[config.mk]
export PLATFORM = sky130hd
export DESIGN_NAME = fifo_sync_param_flat
export DESIGN_NICKNAME = d
export VERILOG_FILES = /design/src/rtl/fifo_sync_param_if.sv /design/src/rtl/fifo_sync_param.sv /design/src/flat_wrapper.sv
export SDC_FILE = /design/constraint.sdc
export NUM_CORES = 1
export LEC_CHECK = 0
export CAP_MARGIN = 10
export CORE_UTILIZATION = 35
export CTS_CLUSTER_DIAMETER = 120
export DETAILED_ROUTE_END_ITERATION = 8
export PLACE_DENSITY = 0.52
export SETUP_SLACK_MARGIN = 0.2
export SYNTH_ARGS = -nofsm -noshare
export SYNTH_HDL_FRONTEND = slang
export SYNTH_SLANG_ARGS = --single-unit
[constraint.sdc]
create_clock -name clock -period 7.9 [get_ports clock]
set_clock_uncertainty 0.15 [all_clocks]
set_input_delay 1.58 -clock clock [delete_from_list [all_inputs] [get_ports clock]]
set_output_delay 1.58 -clock clock [all_outputs]
set_load 0.03 [all_outputs]
[src/rtl/fifo_sync_param_if.sv]
// Bus bundle between the FIFO_in-side producer/consumer and fifo_sync_param.
// The master modport drives requests; the slave modport is the FIFO itself.
interface fifo_sync_param_if #(
   parameter int DATA_WIDTH = 32,
   parameter int DEPTH      = 16
);
   localparam int CW = $clog2(DEPTH) + 1;

   logic                  flush;
   logic                  wr_en;
   logic [DATA_WIDTH-1:0] wr_data;
   logic                  rd_en;
   logic [DATA_WIDTH-1:0] rd_data;
   logic                  rd_valid;
   logic                  full;
   logic                  empty;
   logic                  almost_full;
   logic                  almost_empty;
   logic [CW-1:0]         count;
   logic                  overflow;
   logic                  underflow;

   modport master (
      output flush, wr_en, wr_data, rd_en,
      input  rd_data, rd_valid, full, empty, almost_full, almost_empty,
             count, overflow, underflow
   );

   modport slave (
      input  flush, wr_en, wr_data, rd_en,
      output rd_data, rd_valid, full, empty, almost_full, almost_empty,
             count, overflow, underflow
   );
endinterface

[src/rtl/fifo_sync_param.sv]
// Parametrised single-clock FIFO with occupancy count, programmable almost flags,
// synchronous flush and one-cycle overflow/underflow error pulses.
module fifo_sync_param #(
   parameter int DATA_WIDTH = 32,
   parameter int DEPTH      = 16,
   parameter int AF_THRESH  = DEPTH - 2,
   parameter int AE_THRESH  = 2
) (
   input logic              clock,
   input logic              reset,
   fifo_sync_param_if.slave bus
);
   localparam int AW = $clog2(DEPTH);
   localparam int CW = AW + 1;

   logic [DATA_WIDTH-1:0] mem_r [DEPTH];
   logic [AW-1:0]         wp_r;
   logic [AW-1:0]         rp_r;
   logic [CW-1:0]         count_r;
   logic [CW-1:0]         count_nxt_s;
   logic [DATA_WIDTH-1:0] rd_data_r;
   logic                  rd_valid_r;
   logic                  overflow_r;
   logic                  underflow_r;

   logic full_s;
   logic empty_s;
   logic wa_s;
   logic ra_s;

   // Flags decode the count register directly so they can never disagree with count.
   assign full_s  = (count_r == CW'(DEPTH));
   assign empty_s = (count_r == {CW{1'b0}});
   assign wa_s    = bus.wr_en & ~full_s;
   assign ra_s    = bus.rd_en & ~empty_s;

   assign bus.full         = full_s;
   assign bus.empty        = empty_s;
   assign bus.almost_full  = (count_r >= CW'(AF_THRESH));
   assign bus.almost_empty = (count_r <= CW'(AE_THRESH));
   assign bus.count        = count_r;
   assign bus.rd_data      = rd_data_r;
   assign bus.rd_valid     = rd_valid_r;
   assign bus.overflow     = overflow_r;
   assign bus.underflow    = underflow_r;

   // Next occupancy: a simultaneous accepted write and read cancel out.
   always_comb begin
      count_nxt_s = count_r;
      case ({wa_s, ra_s})
         2'b10:   count_nxt_s = count_r + CW'(1'b1);
         2'b01:   count_nxt_s = count_r - CW'(1'b1);
         default: count_nxt_s = count_r;
      endcase
   end

   // Storage array; never cleared, only written by an accepted write.
   always_ff @(posedge clock) begin
      if (!reset && !bus.flush && wa_s) begin
         mem_r[wp_r] <= bus.wr_data;
      end
   end

   // Pointers, occupancy, read register and error pulses.
   always_ff @(posedge clock) begin
      if (reset) begin
         wp_r        <= {AW{1'b0}};
         rp_r        <= {AW{1'b0}};
         count_r     <= {CW{1'b0}};
         rd_data_r   <= {DATA_WIDTH{1'b0}};
         rd_valid_r  <= 1'b0;
         overflow_r  <= 1'b0;
         underflow_r <= 1'b0;
      end else if (bus.flush) begin
         // rd_data deliberately keeps its last value across a flush.
         wp_r        <= {AW{1'b0}};
         rp_r        <= {AW{1'b0}};
         count_r     <= {CW{1'b0}};
         rd_valid_r  <= 1'b0;
         overflow_r  <= 1'b0;
         underflow_r <= 1'b0;
      end else begin
         if (wa_s) begin
            wp_r <= wp_r + AW'(1'b1);
         end
         if (ra_s) begin
            rp_r      <= rp_r + AW'(1'b1);
            rd_data_r <= mem_r[rp_r];
         end
         rd_valid_r  <= ra_s;
         count_r     <= count_nxt_s;
         overflow_r  <= bus.wr_en & full_s;
         underflow_r <= bus.rd_en & empty_s;
      end
   end
endmodule

[src/flat_wrapper.sv]
// flat-port wrapper written by rule: the top's interface ports become plain ports
module fifo_sync_param_flat 
#(
   parameter int DATA_WIDTH = 32,
   parameter int DEPTH      = 16,
   parameter int AF_THRESH  = DEPTH - 2,
   parameter int AE_THRESH  = 2
)
  (clock, reset, bus_flush, bus_wr_en, bus_wr_data, bus_rd_en, bus_rd_data, bus_rd_valid, bus_full, bus_empty, bus_almost_full, bus_almost_empty, bus_count, bus_overflow, bus_underflow);
  fifo_sync_param_if #(.DATA_WIDTH(DATA_WIDTH), .DEPTH(DEPTH)) bus_i ();
  input logic clock;
  input logic reset;
  input wire logic [$bits(bus_i.flush)-1:0] bus_flush;
  input wire logic [$bits(bus_i.wr_en)-1:0] bus_wr_en;
  input wire logic [$bits(bus_i.wr_data)-1:0] bus_wr_data;
  input wire logic [$bits(bus_i.rd_en)-1:0] bus_rd_en;
  output wire logic [$bits(bus_i.rd_data)-1:0] bus_rd_data;
  output wire logic [$bits(bus_i.rd_valid)-1:0] bus_rd_valid;
  output wire logic [$bits(bus_i.full)-1:0] bus_full;
  output wire logic [$bits(bus_i.empty)-1:0] bus_empty;
  output wire logic [$bits(bus_i.almost_full)-1:0] bus_almost_full;
  output wire logic [$bits(bus_i.almost_empty)-1:0] bus_almost_empty;
  output wire logic [$bits(bus_i.count)-1:0] bus_count;
  output wire logic [$bits(bus_i.overflow)-1:0] bus_overflow;
  output wire logic [$bits(bus_i.underflow)-1:0] bus_underflow;
  assign bus_i.flush = bus_flush;
  assign bus_i.wr_en = bus_wr_en;
  assign bus_i.wr_data = bus_wr_data;
  assign bus_i.rd_en = bus_rd_en;
  assign bus_rd_data = bus_i.rd_data;
  assign bus_rd_valid = bus_i.rd_valid;
  assign bus_full = bus_i.full;
  assign bus_empty = bus_i.empty;
  assign bus_almost_full = bus_i.almost_full;
  assign bus_almost_empty = bus_i.almost_empty;
  assign bus_count = bus_i.count;
  assign bus_overflow = bus_i.overflow;
  assign bus_underflow = bus_i.underflow;
  fifo_sync_param #(.DATA_WIDTH(DATA_WIDTH), .DEPTH(DEPTH), .AF_THRESH(AF_THRESH), .AE_THRESH(AE_THRESH)) u_core (.clock(clock), .reset(reset), .bus(bus_i));
endmodule
==> results.md, run 1 <==
* Status: complete, no violations
* RSZ-0062 raised after global routing: no
* Post-Syn Instances at 1106
* Max FO, Critical Path at 12
* CTS tree: yes
* Initial Util at 35.56%
* CP top delay family: simple AND/OR/NAND/NOR gates
* Layout cells sized above 1 at 18.02%
* Clk root buf: clkbuf_16
* Die width at 250.3 um
* Area Growth Syn to Fin at 17.38%
* Core ar. at 0.06070 sq mm
* Gpl congestion at 0.7127
* Fin. max-slew vios at 0
* Hold WC Path Type: flop to flop
* TritonCTS Buffers at 59
* Crit path capture: bus_full
* Post-synth ARST share at 0%
* Cell Chain, Critical Path: or4_1 > nor2_1 > clkdlybuf4s50_1
* Fmax at 225.8 MHz
* Largest net degree at the start of global routing at 91
* Share of the yosys chip area belonging to registers at roughly 76%
* Global-route wire length before repair at around 75000 um
* Worst slew margin at around a quarter
* Die Y at 250.3 um
* Row cnt at 90
* Clock Latency Late Sink at 610 ps
* Initial DRC count at 835
* Slowest CP cell: or4_1
* Clk buf depth at 3
* Port Buf Inserts at 80
* Initial DRT Pass Iterations at 5
* R2R setup slack at 3910 ps
* Nets@finish at 1250
* Slew @ Worst Pin at 1100 ps
* R2R Path End: u_core.bus.count[4]$_SDFFE_PP0P_
* Critical setup path kind: flop to primary output
* Vias in the first global route at 10870
* WP data arrival at 2700 ps
* Yosys warns at 0
* Hold Fails Final Rpt at 0
* P_leak at 7.665 nW
* Post-route cell area at 0.02534 sq mm
* H-tree depth at 2
* Final setup TNS at 0 ps
* CP max stage delay at 810 ps
* Worst Path Buf+Inv at 1
* DP Area at 0.02333 sq mm
* Post-route ant nets at 0
* Cell variety after synth at 49
* CTS clk-pin slew, worst paths at 60 ps
* Critical Path Source Type: flop
* Ant diodes at 0
* Hpwl dp at between 20000 and 30000 um
* Vias after detailed routing at 10710
* CP endpoint kind: primary output
* Synthesized area per cell at 19.52 sq um
* Part of the cycle the worst path needs at between 50% and 60%
* Reg2reg start: u_core.bus.count[1]$_SDFFE_PP0P_
* Postcts setup bufs at 0
* Die ar. at 0.06267 sq mm
* Final setup viols at 0
* Max Cap Viol at 0
* Commonest cells after routing, fill and taps aside: edfxtp_1 (512), mux2i_1 (137), clkdlybuf4s50_1 (79), mux4_2 (77), clkbuf_16 (59)
* Syn Nets at 1151
* Post-Syn Area at 0.02158 sq mm
* Clock period minus worst slack at 4429 ps
* Critical Path Start: u_core.bus.count[1]$_SDFFE_PP0P_
* Global Route Usage Sum at between 15 and 20%
* Top FF cell, synth: edfxtp_1
* Peak supply drop at 0.1537 mV
* Routed wire length at 50480 um
* Fillers at about 5300
* CP Depth at 3
* Post-CTS Resized at 0
* Drt wl/cell at between 20 and 25 um
* Worst Reg2Reg Path Length in Cells at 11
* EDFF count, synth at between 500 and 600
* Seq cells post-synth at 560
* # clock sinks at 560
* CTS Hold Bufs at 0
* Commonest non-fill, non-tap cell in the layout: edfxtp_1
* # IOs at 81
* P per Cell Area at between 200 and 250 mW/mm^2
* CP Data Required Time at 6170 ps
* Number of antenna violations at the first check in global routing at 2
* DRC Markers at 0
* Total global routing overflow at 0
* Via density per instance at between 5 and 6
[worst reg2reg max path: stages, from the launching register on]
cell and delay [ps]:
dfxtp_1 420, or4_1 810, o21ai_4 220, buf_4 530
inv_1 140, ha_1 320, xor2_1 180, ha_1 220
a21oi_1 80, or3b_2 440, a31oi_1 220, mux2i_1 200
[routing by layer]
metal	wire length, um	GRT usage [%]
met5	13	0
met4	854	4.224
met1	24210	24.29
met3	2223	2.473
met2	23180	24.72
[sequential cells by signal, indices dropped and copies added (netlist names)]
name	count
u_core.bus.count	5
u_core.bus.overflow	1
u_core.bus.rd_data	32
u_core.bus.rd_valid	1
u_core.bus.underflow	1
u_core.mem_r	512
u_core.rp_r	4
u_core.wp_r	4
[worst min path at each step]
stage	endpoint	depth (start not counted)	slack, ps	from
finish	u_core.bus.rd_data[4]$_SDFFE_PP0P_	1	340	u_core.bus.rd_data[4]$_SDFFE_PP0P_
global route	u_core.bus.rd_data[4]$_SDFFE_PP0P_	1	350	u_core.bus.rd_data[4]$_SDFFE_PP0P_
CTS	u_core.bus.rd_data[4]$_SDFFE_PP0P_	1	340	u_core.bus.rd_data[4]$_SDFFE_PP0P_
detailed placement	u_core.bus.rd_data[4]$_SDFFE_PP0P_	1	320	u_core.bus.rd_data[4]$_SDFFE_PP0P_
global placement	u_core.bus.rd_data[4]$_SDFFE_PP0P_	1	320	u_core.bus.rd_data[4]$_SDFFE_PP0P_
floorplan	u_core.wp_r[1]$_SDFFE_PP0P_	2	380	u_core.wp_r[1]$_SDFFE_PP0P_
[through the flow]
step	std cells	util, %	hold WS [ps]	total power [mW]	worst slack, ps
5_1_grt	2036	41.74	354.0	6.483	3359
6_report	2036	41.74	335.5	6.294	3471
2_1_floorplan	1106	-	378.1	3.411	2666
3_5_place_dp	1926	38.43	321.1	3.506	3085
4_1_cts	2036	41.74	338.2	6.364	3411
3_3_place_gp	1926	38.43	318.2	3.503	3140
[kinds of logic (layout without fill, tap and decap cells)]
kind of cell,Yosys count,after routing,synth area share [%]
buf+inv,75,223,1.832
mux,214,214,14.39
flops,560,560,75.68
compound gates,162,162,5.466
fa+ha+maj,8,8,0.4638
simple gates,78,78,1.803
xor+xnor,9,9,0.3652
[cell type report]
type | count | area [sq um] | area share, %
repair buffers | 107 | 1011 | 3.990
flip-flops and latches | 560 | 16340 | 64.51
well taps | 782 | 978.4 | 3.862
inverters | 6 | 22.52 | 0.08889
clock inverters | 43 | 481.7 | 1.901
multi-input cells | 471 | 4971 | 19.62
clock buffers | 67 | 1526 | 6.025
[power by group]
| part | internal [mW] | switching, mW |
|---|---|---|
| Clock | 1.71 | 1.14 |
| Sequential | 3.24 | 0.0144 |
| Combinational | 0.0684 | 0.114 |
[synth_stat cells (2+ instances only)]
library cell / number / area, sq um
dfxtp_1: 48 / 960.9
a22oi_1: 3 / 22.52
buf_6: 4 / 45.04
buf_2: 21 / 105.1
a22o_1: 5 / 43.79
nor3_1: 7 / 35.03
a21oi_1: 5 / 25.02
and3_1: 2 / 12.51
nand3b_1: 4 / 30.03
o22a_1: 2 / 17.52
mux2i_1: 137 / 1371
edfxtp_1: 512 / 15370
nor2_1: 27 / 101.4
or2_2: 2 / 12.51
nor2b_1: 2 / 12.51
clkbuf_1: 22 / 82.58
xor2_1: 8 / 70.07
nand2b_1: 6 / 37.54
buf_1: 8 / 30.03
o211ai_1: 56 / 420.4
o21ai_0: 3 / 15.01
inv_1: 5 / 18.77
o22ai_1: 52 / 325.3
a211o_1: 2 / 17.52
mux4_2: 77 / 1734
o21bai_1: 26 / 195.2
buf_4: 12 / 90.09
nand3_1: 12 / 60.06
ha_1: 8 / 100.1
nand2_1: 9 / 33.78
Note: power is estimated with default switching activity, not from simulation.
==> inputs of run 2 (changes only) <==
- clock period: 7.9 -> 4.5 ns (I/O delays scaled with it)
==> run 2 against run 1 <==
- worst setup slack got worse by 2700 ps
- sequential power increased by 75%
- critical path type unchanged
- first-iteration DRC count decreased by 2.3%
- power increased by 71%
- count of clock-buffer cells in the layout increased by 15
==> results.md, run 2 (synthesized netlist as in run 1, its figures left out) <==
* WHS Path Cells at 1 (unchanged)
* Post-CTS Resized at 0 (unchanged)
* R2R Path End: u_core.bus.count[4]$_SDFFE_PP0P_
* Pre-CTS setup slack at 776.4 ps (-2309 ps)
* Worst slew margin at 23.11% (-3.6 points)
* Fmax at between 200 and 300 MHz
* Reg2reg start: u_core.bus.count[1]$_SDFFE_PP0P_
* Ant diodes at 0 (unchanged)
* Via density per instance at 5.248 (-0.26%)
* Slew @ Worst Pin at 1153 ps (+53.39 ps)
* P_leak at 7.641 nW (-0.32%)
* Drt wl/cell at 24.54 um (-1.0%)
* Hold Fails Final Rpt at 0 (unchanged)
* Clock Latency Late Sink at 600 ps (about the same)
* Hpwl dp at 27840 um (+4.3%)
* Number of antenna violations at the first check in global routing at 0 (-2)
* Layout cells sized above 1 at 17.51% (-0.51 points)
* Port Buf Inserts at 80 (unchanged)
* Global Route Usage Sum at 16.20% (-0.047 points)
* Post-route cell area at 0.02534 sq mm (about the same)
* Initial DRT Pass Iterations at 5 (unchanged)
* Die Y at 250.3 um (unchanged)
* Worst setup margin at 761.4 ps (-2709 ps)
* CTS Hold Bufs at 0 (unchanged)
* Final setup TNS at 0 ps (unchanged)
* Vias after detailed routing at 10730 (+0.13%)
* R2R setup slack at 1130 ps (-2780 ps)
* Postcts setup bufs at 0 (unchanged)
* Routed wire length at 50170 um (-0.61%)
* # IOs at 81 (unchanged)
* Hold EP: u_core.bus.rd_data[28]$_SDFFE_PP0P_
* Status: complete, no violations
* Largest Register: u_core.mem_r
* Global-route wire length before repair at 74830 um (about the same)
* Initial DRC count at 816 (-2.3%)
* Minimum hold slack at 338.2 ps (+2.767 ps)
* Part of the cycle the worst path needs at between 80 and 90%
* Core ar. at 0.06070 sq mm (unchanged)
* CP endpoint kind: primary output
* Post-route ant nets at 0 (unchanged)
* Row cnt at 90 (unchanged)
* Max FFs per register at 512 (unchanged)
* CTS tree: yes
* Post-route insts no fill at 2044 (+0.39%)
* Commonest cells after routing, fill and taps aside: edfxtp_1 (512), mux2i_1 (137), clkdlybuf4s50_1 (79), mux4_2 (77), clkbuf_16 (59)
* Total global routing overflow at 0 (unchanged)
* DP Area at 0.02348 sq mm (+0.64%)
* Worst Reg2Reg Path Length in Cells at 10 (-1)
* Placed Cells at 1936 (+0.52%)
* Final Util at 41.74% (about the same)
* Clk root buf: clkbuf_16
* TritonCTS Buffers at 58 (-1.7%)
* H-tree depth at 2 (unchanged)
* # clock sinks at 560 (unchanged)
* Critical setup path kind: flop to primary output
* Gpl congestion at 0.7157 (+0.42%)
* WP data arrival at 2690 ps (about the same)
* Final setup viols at 0 (unchanged)
* Critical Path Source Type: flop
* Clk buf depth at 3 (unchanged)
* CTS clk-pin slew, worst paths at 60 ps (about the same)
* Area Growth Syn to Fin at 17.38% (about the same)
* Max Cap Viol at 0 (unchanged)
* Clock period minus worst slack at 3739 ps
* Die width at 250.3 um (unchanged)
* P per Cell Area at 423.6 mW/mm^2 (+71%)
* Max FO, Critical Path at 12 (unchanged)
* Vias in the first global route at 11080 (+1.9%)
* HP Start: u_core.bus.rd_data[28]$_SDFFE_PP0P_
* Largest net degree at the start of global routing at 120 (+32%)
* RSZ-0062 raised after global routing: no
* Critical Path Start: u_core.bus.count[1]$_SDFFE_PP0P_
* Total Power at 10.73 mW (+71%)
* Peak supply drop at 0.2984 mV (+94%)
* Nets@finish at 1259 (+0.72%)
* Commonest non-fill, non-tap cell in the layout: edfxtp_1
* DRC Markers at 0 (unchanged)
* Die ar. at 0.06267 sq mm (unchanged)
* CP Data Required Time at 3450 ps (-2720 ps)
* Fin. max-slew vios at 0 (unchanged)
* Hold WC Path Type: flop to flop
* Initial Util at 35.56% (unchanged)
## run 2: changes by cell type in the layout (fill, tap and decap cells not counted), sizes merged
cell / change
clkbuf: +15
bufinv: -5
clkinv: -6
buf: +10
clkinvlp: -6
## run 2: layer usage
| metal | track usage (%) | routed length [um] |
|---|---|---|
| met1 | 23.07 | 23240 |
| met2 | 25.81 | 23860 |
| met3 | 2.743 | 2109 |
| met4 | 4.067 | 950 |
| met5 | 0 | 0 |
## run 2: how the worst max path moves through the flow
stage / end / slack (ps) / depth (start not counted)
after global routing: bus_empty / 590 / 3
after global placement: u_core.bus.count[4]$_SDFFE_PP0P_ / 800 / 11
final: bus_empty / 760 / 3
after floorplan: u_core.mem_r[12][0]$_DFFE_PP_ / 800 / 4
after detailed placement: u_core.bus.count[4]$_SDFFE_PP0P_ / 780 / 11
after CTS: bus_empty / 710 / 3
## run 2: area by class of cell
cell class              count  area (sq um)
clock inverters            26         256.5
inverters                   6         22.52
repair buffers            117          1136
fillers                  5303         35360
well taps                 782         978.4
multi-input cells         471          4996
flip-flops and latches    560         16340
clock buffers              82          1603
## run 2: where the power goes
group	switching, mW	leakage [nW]	internal [mW]
logic	0.213	1.74	0.122
clock network	1.93	0.905	2.76
registers	0.0192	5.00	5.70
total	2.16	7.64	8.58
## run 2: critical path, cell delays in order, from the launching register on
cell and delay, ps:
dfxtp_1 420, or4_1 800, nor2_1 180, clkdlybuf4s50_1 690
==> inputs of run 3 (changes only) <==
- clock period: 4.5 -> 3.7 ns (I/O delays scaled with it)
==> run 3 against run 2 <==
- sequential power rose by 22%
- power rose by 23%
- utilization rose by 0.62 points
- clock power rose by 25%
- cell count rose by 1.2%
- combinational power rose by 24%
- sequential share of layout area fell by 0.94 points
- final area rose by 1.5%
- critical path type unchanged
- critical endpoint is now bus_almost_full
- largest power group unchanged
==> results.md, run 3 (synthesized netlist as in run 1, its figures left out) <==
* Clock Latency Late Sink at 620 ps (+20 ps)
* Post-route insts no fill at 2068 (+1.2%)
* Critical setup path kind: flop to primary output
* Number of antenna violations at the first check in global routing at 0 (unchanged)
* Peak supply drop at 0.3360 mV (+13%)
* Layout cells sized above 1 at 19.22% (+1.7 points)
* Hpwl dp at 28600 um (+2.7%)
* Vias in the first global route at 11290 (+1.9%)
* DP Area at 0.02377 sq mm (+1.2%)
* Combinational Power Share at 3.1% (about the same)
* Final setup viols at 0 (unchanged)
* Row cnt at 90 (unchanged)
* Max Cap Viol at 0 (unchanged)
* Critical Path Source Type: flop
* Clk buf depth at 3 (unchanged)
* Fin. max-slew vios at 0 (unchanged)
* CP Data Required Time at 2810 ps (-640 ps)
* Commonest non-fill, non-tap cell in the layout: edfxtp_1
* Global-route wire length before repair at 75120 um (+0.39%)
* Die width at 250.3 um (unchanged)
* P_leak at 7.814 nW (+2.3%)
* Postcts setup bufs at 0 (unchanged)
* Fmax at around 300 MHz
* RSZ-0062 raised after global routing: no
* Placed Cells at 1955 (+0.98%)
* Nets@finish at 1279 (+1.6%)
* CTS Hold Bufs at 0 (unchanged)
* Slew @ Worst Pin at 829.2 ps (-324.2 ps)
* # clock sinks at 560 (unchanged)
* Die ar. at 0.06267 sq mm (unchanged)
* Max FO, Critical Path at 12 (unchanged)
* TritonCTS Buffers at 59 (+1.7%)
* Part of the cycle the worst path needs at 87.70%
* Drt wl/cell at 24.32 um (-0.91%)
* Global Route Usage Sum at 16.26% (+0.065 points)
* Psw at 2.682 mW (+24%)
* Clock period minus worst slack at 3245 ps
* Area Growth Syn to Fin at 19.12%
* Hold WC Path Type: flop to flop
* Port Buf Inserts at 80 (unchanged)
* Clk root buf: clkbuf_16
* Max FFs per register at 512 (unchanged)
* Worst slew margin at 44.72% (+22 points)
* Total global routing overflow at 0 (unchanged)
* Die Y at 250.3 um (unchanged)
* Routed wire length at 50290 um (+0.25%)
* Initial DRT Pass Iterations at 5 (unchanged)
* Initial DRC count at 636 (-22%)
* R2R setup slack at 700 ps (-430 ps)
* H-tree depth at 2 (unchanged)
* Clock power frac at 44.4% (+0.8 points)
* CTS tree: yes
* CTS clk-pin slew, worst paths at 60 ps (about the same)
* Hold Fails Final Rpt at 0 (unchanged)
* Final Util at 42.36% (+0.62 points)
* Flop pwr share at 52.5% (-0.8 points)
* Commonest cells after routing, fill and taps aside: edfxtp_1 (512), mux2i_1 (137), mux4_2 (77), clkdlybuf4s50_1 (77), clkbuf_16 (60)
* Gpl congestion at 0.7196 (+0.54%)
* Largest net degree at the start of global routing at 45 (-63%)
* Net Sw Frac at 20.26% (+0.15 points)
* Internal Pwr Total at 10.56 mW (+23%)
* Via density per instance at 5.279 (+0.58%)
* Post-CTS Resized at 2 (+2)
* Status: complete, no violations
* Core ar. at 0.06070 sq mm (unchanged)
* # IOs at 81 (unchanged)
* P per Cell Area at 515.0 mW/mm^2 (+22%)
* DRC Markers at 0 (unchanged)
* Initial Util at 35.56% (unchanged)
* WP data arrival at 2350 ps (-340 ps)
* Largest Register: u_core.mem_r
* Post-route ant nets at 0 (unchanged)
* Final setup TNS at 0 ps (unchanged)
* Vias after detailed routing at 10920 (+1.8%)
* CP endpoint kind: primary output
* Post-route cell area at 0.02571 sq mm (+1.5%)
==> run 3: final timing paths <==
check / from / to / cells past startpoint
min reg2reg: u_core.bus.rd_data[30]$_SDFFE_PP0P_ / u_core.bus.rd_data[30]$_SDFFE_PP0P_ / 1
min: u_core.bus.rd_data[30]$_SDFFE_PP0P_ / u_core.bus.rd_data[30]$_SDFFE_PP0P_ / 1
max reg2reg: u_core.bus.count[1]$_SDFFE_PP0P_ / u_core.bus.count[4]$_SDFFE_PP0P_ / 10
max: u_core.bus.count[4]$_SDFFE_PP0P_ / bus_almost_full / 3
==> run 3: layout make-up <==
class                   count  area (sq um)
diodes                      1         2.502
fillers                  5243         34980
flip-flops and latches    560         16340
clock buffers              80          1617
well taps                 782         978.4
clock inverters            32         324.1
multi-input cells         471          4996
inverters                   6         22.52
repair buffers            136          1426
==> run 3: layer usage <==
metal	track usage, %	up-vias	part of all wire (%)
met2	25.75	253	47
met4	4.996	0	2.1
met1	23.17	5775	47
met5	0	-	0
li1	-	4809	-
met3	2.400	79	4.2
==> run 3: power groups by stage <==
stage | logic (mW) | clock network, mW | registers (mW)
2_1_floorplan | 0.182 | 0 | 7.10
3_5_place_dp | 0.422 | 0 | 7.09
3_3_place_gp | 0.415 | 0 | 7.09
4_1_cts | 0.421 | 6.02 | 6.95
6_report | 0.414 | 5.87 | 6.95
5_1_grt | 0.446 | 6.26 | 6.95
==> run 3: worst max-delay path, stage by stage, from the launching register on <==
cell and delay (ps):
dfxtp_1 710, inv_1 260, nand2_1 110, clkdlybuf4s50_1 670
==> run 3: stage by stage <==
step	hold WS (ps)	power, mW	worst slack (ps)
after floorplan	378.1	7.282	155.8
after global placement	316.3	7.501	377.2
after detailed placement	331.9	7.509	388.0
after CTS	342.3	13.40	419.4
after global routing	352.4	13.65	282.3
final	340.5	13.24	455.1
==> RTL edit 1, RTL diff (config.mk and constraints of run 2) <==
`DATA_WIDTH` is set to 32 in 3 places; all go to 40.
--- a/src/rtl/fifo_sync_param_if.sv
+++ b/src/rtl/fifo_sync_param_if.sv
@@ -3,3 +3,3 @@
 interface fifo_sync_param_if #(
-   parameter int DATA_WIDTH = 32,
+   parameter int DATA_WIDTH = 40,
    parameter int DEPTH      = 16
--- a/src/rtl/fifo_sync_param.sv
+++ b/src/rtl/fifo_sync_param.sv
@@ -3,3 +3,3 @@
 module fifo_sync_param #(
-   parameter int DATA_WIDTH = 32,
+   parameter int DATA_WIDTH = 40,
    parameter int DEPTH      = 16,
--- a/src/flat_wrapper.sv
+++ b/src/flat_wrapper.sv
@@ -3,3 +3,3 @@
 #(
-   parameter int DATA_WIDTH = 32,
+   parameter int DATA_WIDTH = 40,
    parameter int DEPTH      = 16,
Ports: changed (resized bus_rd_data and bus_wr_data); port bits go from 81 to 97. The function was not compared with the original's and may differ.
==> RTL edit 1 against run 2 <==
Clock power increased by 29%; design area grew 23%; synthesized cell count grew 7.7%; total power is 26% higher; sequential cell count increased by 136; synthesized area is 22% higher; setup slack better by 0.18 ns; routed wire length is 15% higher; critical endpoint is now bus_full.
==> RTL edit 1: results <==
[synth]
synth_nets = 1244
synth-adder-area-share_pct = 0.379
syn_area_per_cell_sq_um = 22.2
seq_area_frac_synth_pct = 77.0
synth-compound-area-share_pct = 2.14
synthTopCellsByCount = 640 x edfxtp_1, 160 x mux4_2, 66 x nor2_1
synth_xor_area_share_pct = 0.299
synth_edf_count = 640

[routing]
drt_iter0_markers = 888
route.met3.wl_mm = 2.07
wl_mm = 57.6
top_layer_used = met5
wl_met1_mm = 26.3
avgViaCountPerCell = 5.10
dr_wl_met2_mm = 28.4

[timing]
worst_slew_pin_slew_ns = 0.936

[final_layout]
clock_area_share_pct = 7.68
drive_above_1_share_pct = 26.8
bufAreaShareNonClock_pct = 4.69
sh_seq_area_pct = 65.1
largest_reg_flops = 640
regArea_sq_um = 20400
n_fill_cell = 6460
final_cell_count_no_fill = 2358
fin_nets = 1384

[floorplanning]
core_region_area_sq_um = 74600

[placement]
placedCellCount = 2226
place_area_sq_um = 28900
port_buffers = 96

[grt]
antenna_found_initial = 1
grt_pass1_vias = 13034
grt_start_max_net_pins = 53
grt_usage_pct = 15.3
met3_usage_pct = 2.54

[power_and_ir_drop]
p_comb_share_pct = 2.9
p_total_mw = 13.5
p_leak_nw = 9.49

[status]
status = finished clean

[critical_path]
crit_arrival_ns = 2.51
RTL edit 1: changes by cell type in the layout (fill, tap and decap cells not counted), sizes merged, moves of 5 or more:
cell | run 2 | this run
edfxtp | 512 | 640
mux2i | 137 | 44
mux4 | 77 | 160
o211ai | 57 | 4
o22ai | 52 | 0
a221o | 0 | 40
mux2 | 0 | 40
nor2 | 28 | 66
o21bai | 26 | 0
clkdlybuf4s50 | 79 | 96
clkbuf | 82 | 94
dfxtp | 48 | 56
a22o | 5 | 0
nand3 | 12 | 7
RTL edit 1: final timing paths:
check,from,endpoint,slack (ns),cells past startpoint
max,u_core.bus.count[1],bus_full,0.94,3
min,u_core.bus.rd_data[9],u_core.bus.rd_data[9],0.34,1
max reg2reg,u_core.bus.count[1],u_core.bus.count[2],1.29,10
min reg2reg,u_core.bus.rd_data[9],u_core.bus.rd_data[9],0.34,1
RTL edit 1: worst max-delay path, stage by stage (launching register included):
cell and delay (ns):
dfxtp_1 0.42, or4_4 0.65, nor2_1 0.16, clkdlybuf4s50_1 0.69
==> RTL edit 2, RTL diff (flow settings as in run 2) <==
Without the edit above. Make the reset (`reset`) asynchronous in one clocked block.
--- a/src/rtl/fifo_sync_param.sv
+++ b/src/rtl/fifo_sync_param.sv
@@ -64,3 +64,3 @@
    // Pointers, occupancy, read register and error pulses.
-   always_ff @(posedge clock) begin
+   always_ff @(posedge clock or posedge reset) begin
       if (reset) begin
Behaviour: differs if reset is asserted again (counterexample within 4 cycles, from zero or initial values and one cycle with reset high); with reset held inactive, the same outputs for 4 cycles.
==> RTL edit 2 against run 2 <==
Synthesized area is essentially flat; via count shrank 7.1%; critical path depth is the same; sequential cell count is the same; global-route usage shrank 1.5 points; first-iteration DRC count shrank 21%; count of clock-buffer cells in the layout shrank 6; design area grew 0.90%; largest cell class unchanged; setup slack gained 0.011 ns; routed wire length shrank 9.8%.
Power is not compared: it rests on default switching activity, and its combinational part moved more than twofold at a synthesized area within 25%.
==> RTL edit 2: results <==
[critical_path]
slowest_delay_ns = 0.71
crit_slowest_cell = or4_4
cp_max_fo = 13
crit_arrival_ns = 2.68
cp_top_family = simple AND/OR/NAND/NOR gates

[synth]
synth_nets = 1041
synth_edf_count = 512
synth-async-reset-ratio_pct = 8.57
synth_xor_area_share_pct = 0.324
synthTopCellsByCount = 512 x edfxtp_1, 128 x mux4_2, 70 x mux2i_1
synth-compound-area-share_pct = 2.40
ys_top_cells_by_area = edfxtp_1 71%, mux4_2 13%, dfrtp_1 5.6%
seq_area_frac_synth_pct = 76.7
synth_cell_type_count = 50
synth-adder-area-share_pct = 0.405
synth_mux_area_share_pct = 16.7
yosysWarnings = 0

[status]
status = finished clean

[timing]
worst_slew_pin_slew_ns = 1.02

[routing]
routedWlPerCell_um = 23.3
drt_first_pass_iters = 4
avgViaCountPerCell = 5.13
drt_iter0_markers = 642

[clock_tree]
postCtsSetupRepairBufs = 0
ctsResizeCount = 0
cts_root_buffer = clkbuf_16
cts_buffers = 58
cts_max_path_buffers = 3
clkLatencyLatePin_ns = 0.62
clkTransAtPathRegs_ns = 0.06

[worst_hold_path]
worstHoldPathType = reg2reg

[grt]
grt_usage_pct = 14.7
grt_start_max_net_pins = 56
grt_pass1_vias = 10668
grt_pass1_wl_mm = 68.9
antenna_found_initial = 0

[placement]
routabilityCongestion = 0.729
port_buffers = 80
place_hpwl_mm = 25.7

[power_and_ir_drop]
peakVddDrop_v = 0.000320
pg_comb_mw = 1.76
p_clk_share_pct = 37.0

[final_layout]
n_antenna_cell = 0
fin_nets = 1155
largest_reg_flops = 512
drive_above_1_share_pct = 23.9
top_register = u_core.mem_r
RTL edit 2: final timing paths:
| path | to | cells past startpoint | slack, ns | startpoint |
|---|---|---|---|---|
| max | bus_empty | 3 | 0.77 | u_core.bus.count[2] |
| min | u_core.bus.rd_data[10] | 2 | 0.33 | u_core.bus.rd_data[10] |
| max reg2reg | u_core.bus.count[2] | 7 | 1.44 | u_core.bus.count[2] |
| min reg2reg | u_core.bus.rd_data[10] | 2 | 0.33 | u_core.bus.rd_data[10] |
| max in group asynchronous | u_core.bus.rd_data[31] | 3 | 2.56 | reset |
| min in group asynchronous | u_core.bus.rd_data[16] | 2 | 0.82 | reset |
RTL edit 2: through the flow:
step	cells	area (sq um)	power, mW	setup slack, ns	util [%]
after floorplan	997	21600	7.30	0.681	-
after CTS	1942	25600	12.7	0.730	42.1
after detailed placement	1833	23700	8.05	0.685	39.0
after global placement	1833	23700	8.04	0.694	39.0
after global routing	1942	25600	13.1	0.660	42.1
final	1942	25600	12.6	0.773	42.1
RTL edit 2: area by class of cell:
type / instances / area [sq um]
clock buffer: 76 / 1600
timing repair buffer: 112 / 1230
fill: 5190 / 35100
clock inverter: 33 / 269
inverter: 11 / 41.3
multi-input combinational: 368 / 4860
sequential: 560 / 16600
tap: 782 / 978
RTL edit 2: metal layers:
| metal | wire length, um | global-route usage [%] | share of wire [%] |
|---|---|---|---|
| met3 | 1580 | 2.50 | 3.5 |
| met4 | 893 | 4.35 | 2.0 |
| met1 | 20500 | 20.0 | 45 |
| met2 | 22300 | 24.4 | 49 |
| met5 | 0 | 0 | 0 |
RTL edit 2: worst reg2reg max path: stages, from the launching register on:
cell and delay, ns:
dfrtp_1 0.54, or4_4 0.71, o211ai_4 0.25, xnor2_1 0.10
ha_1 0.25, or2_2 0.30, o32a_1 0.34, mux2_1 0.31
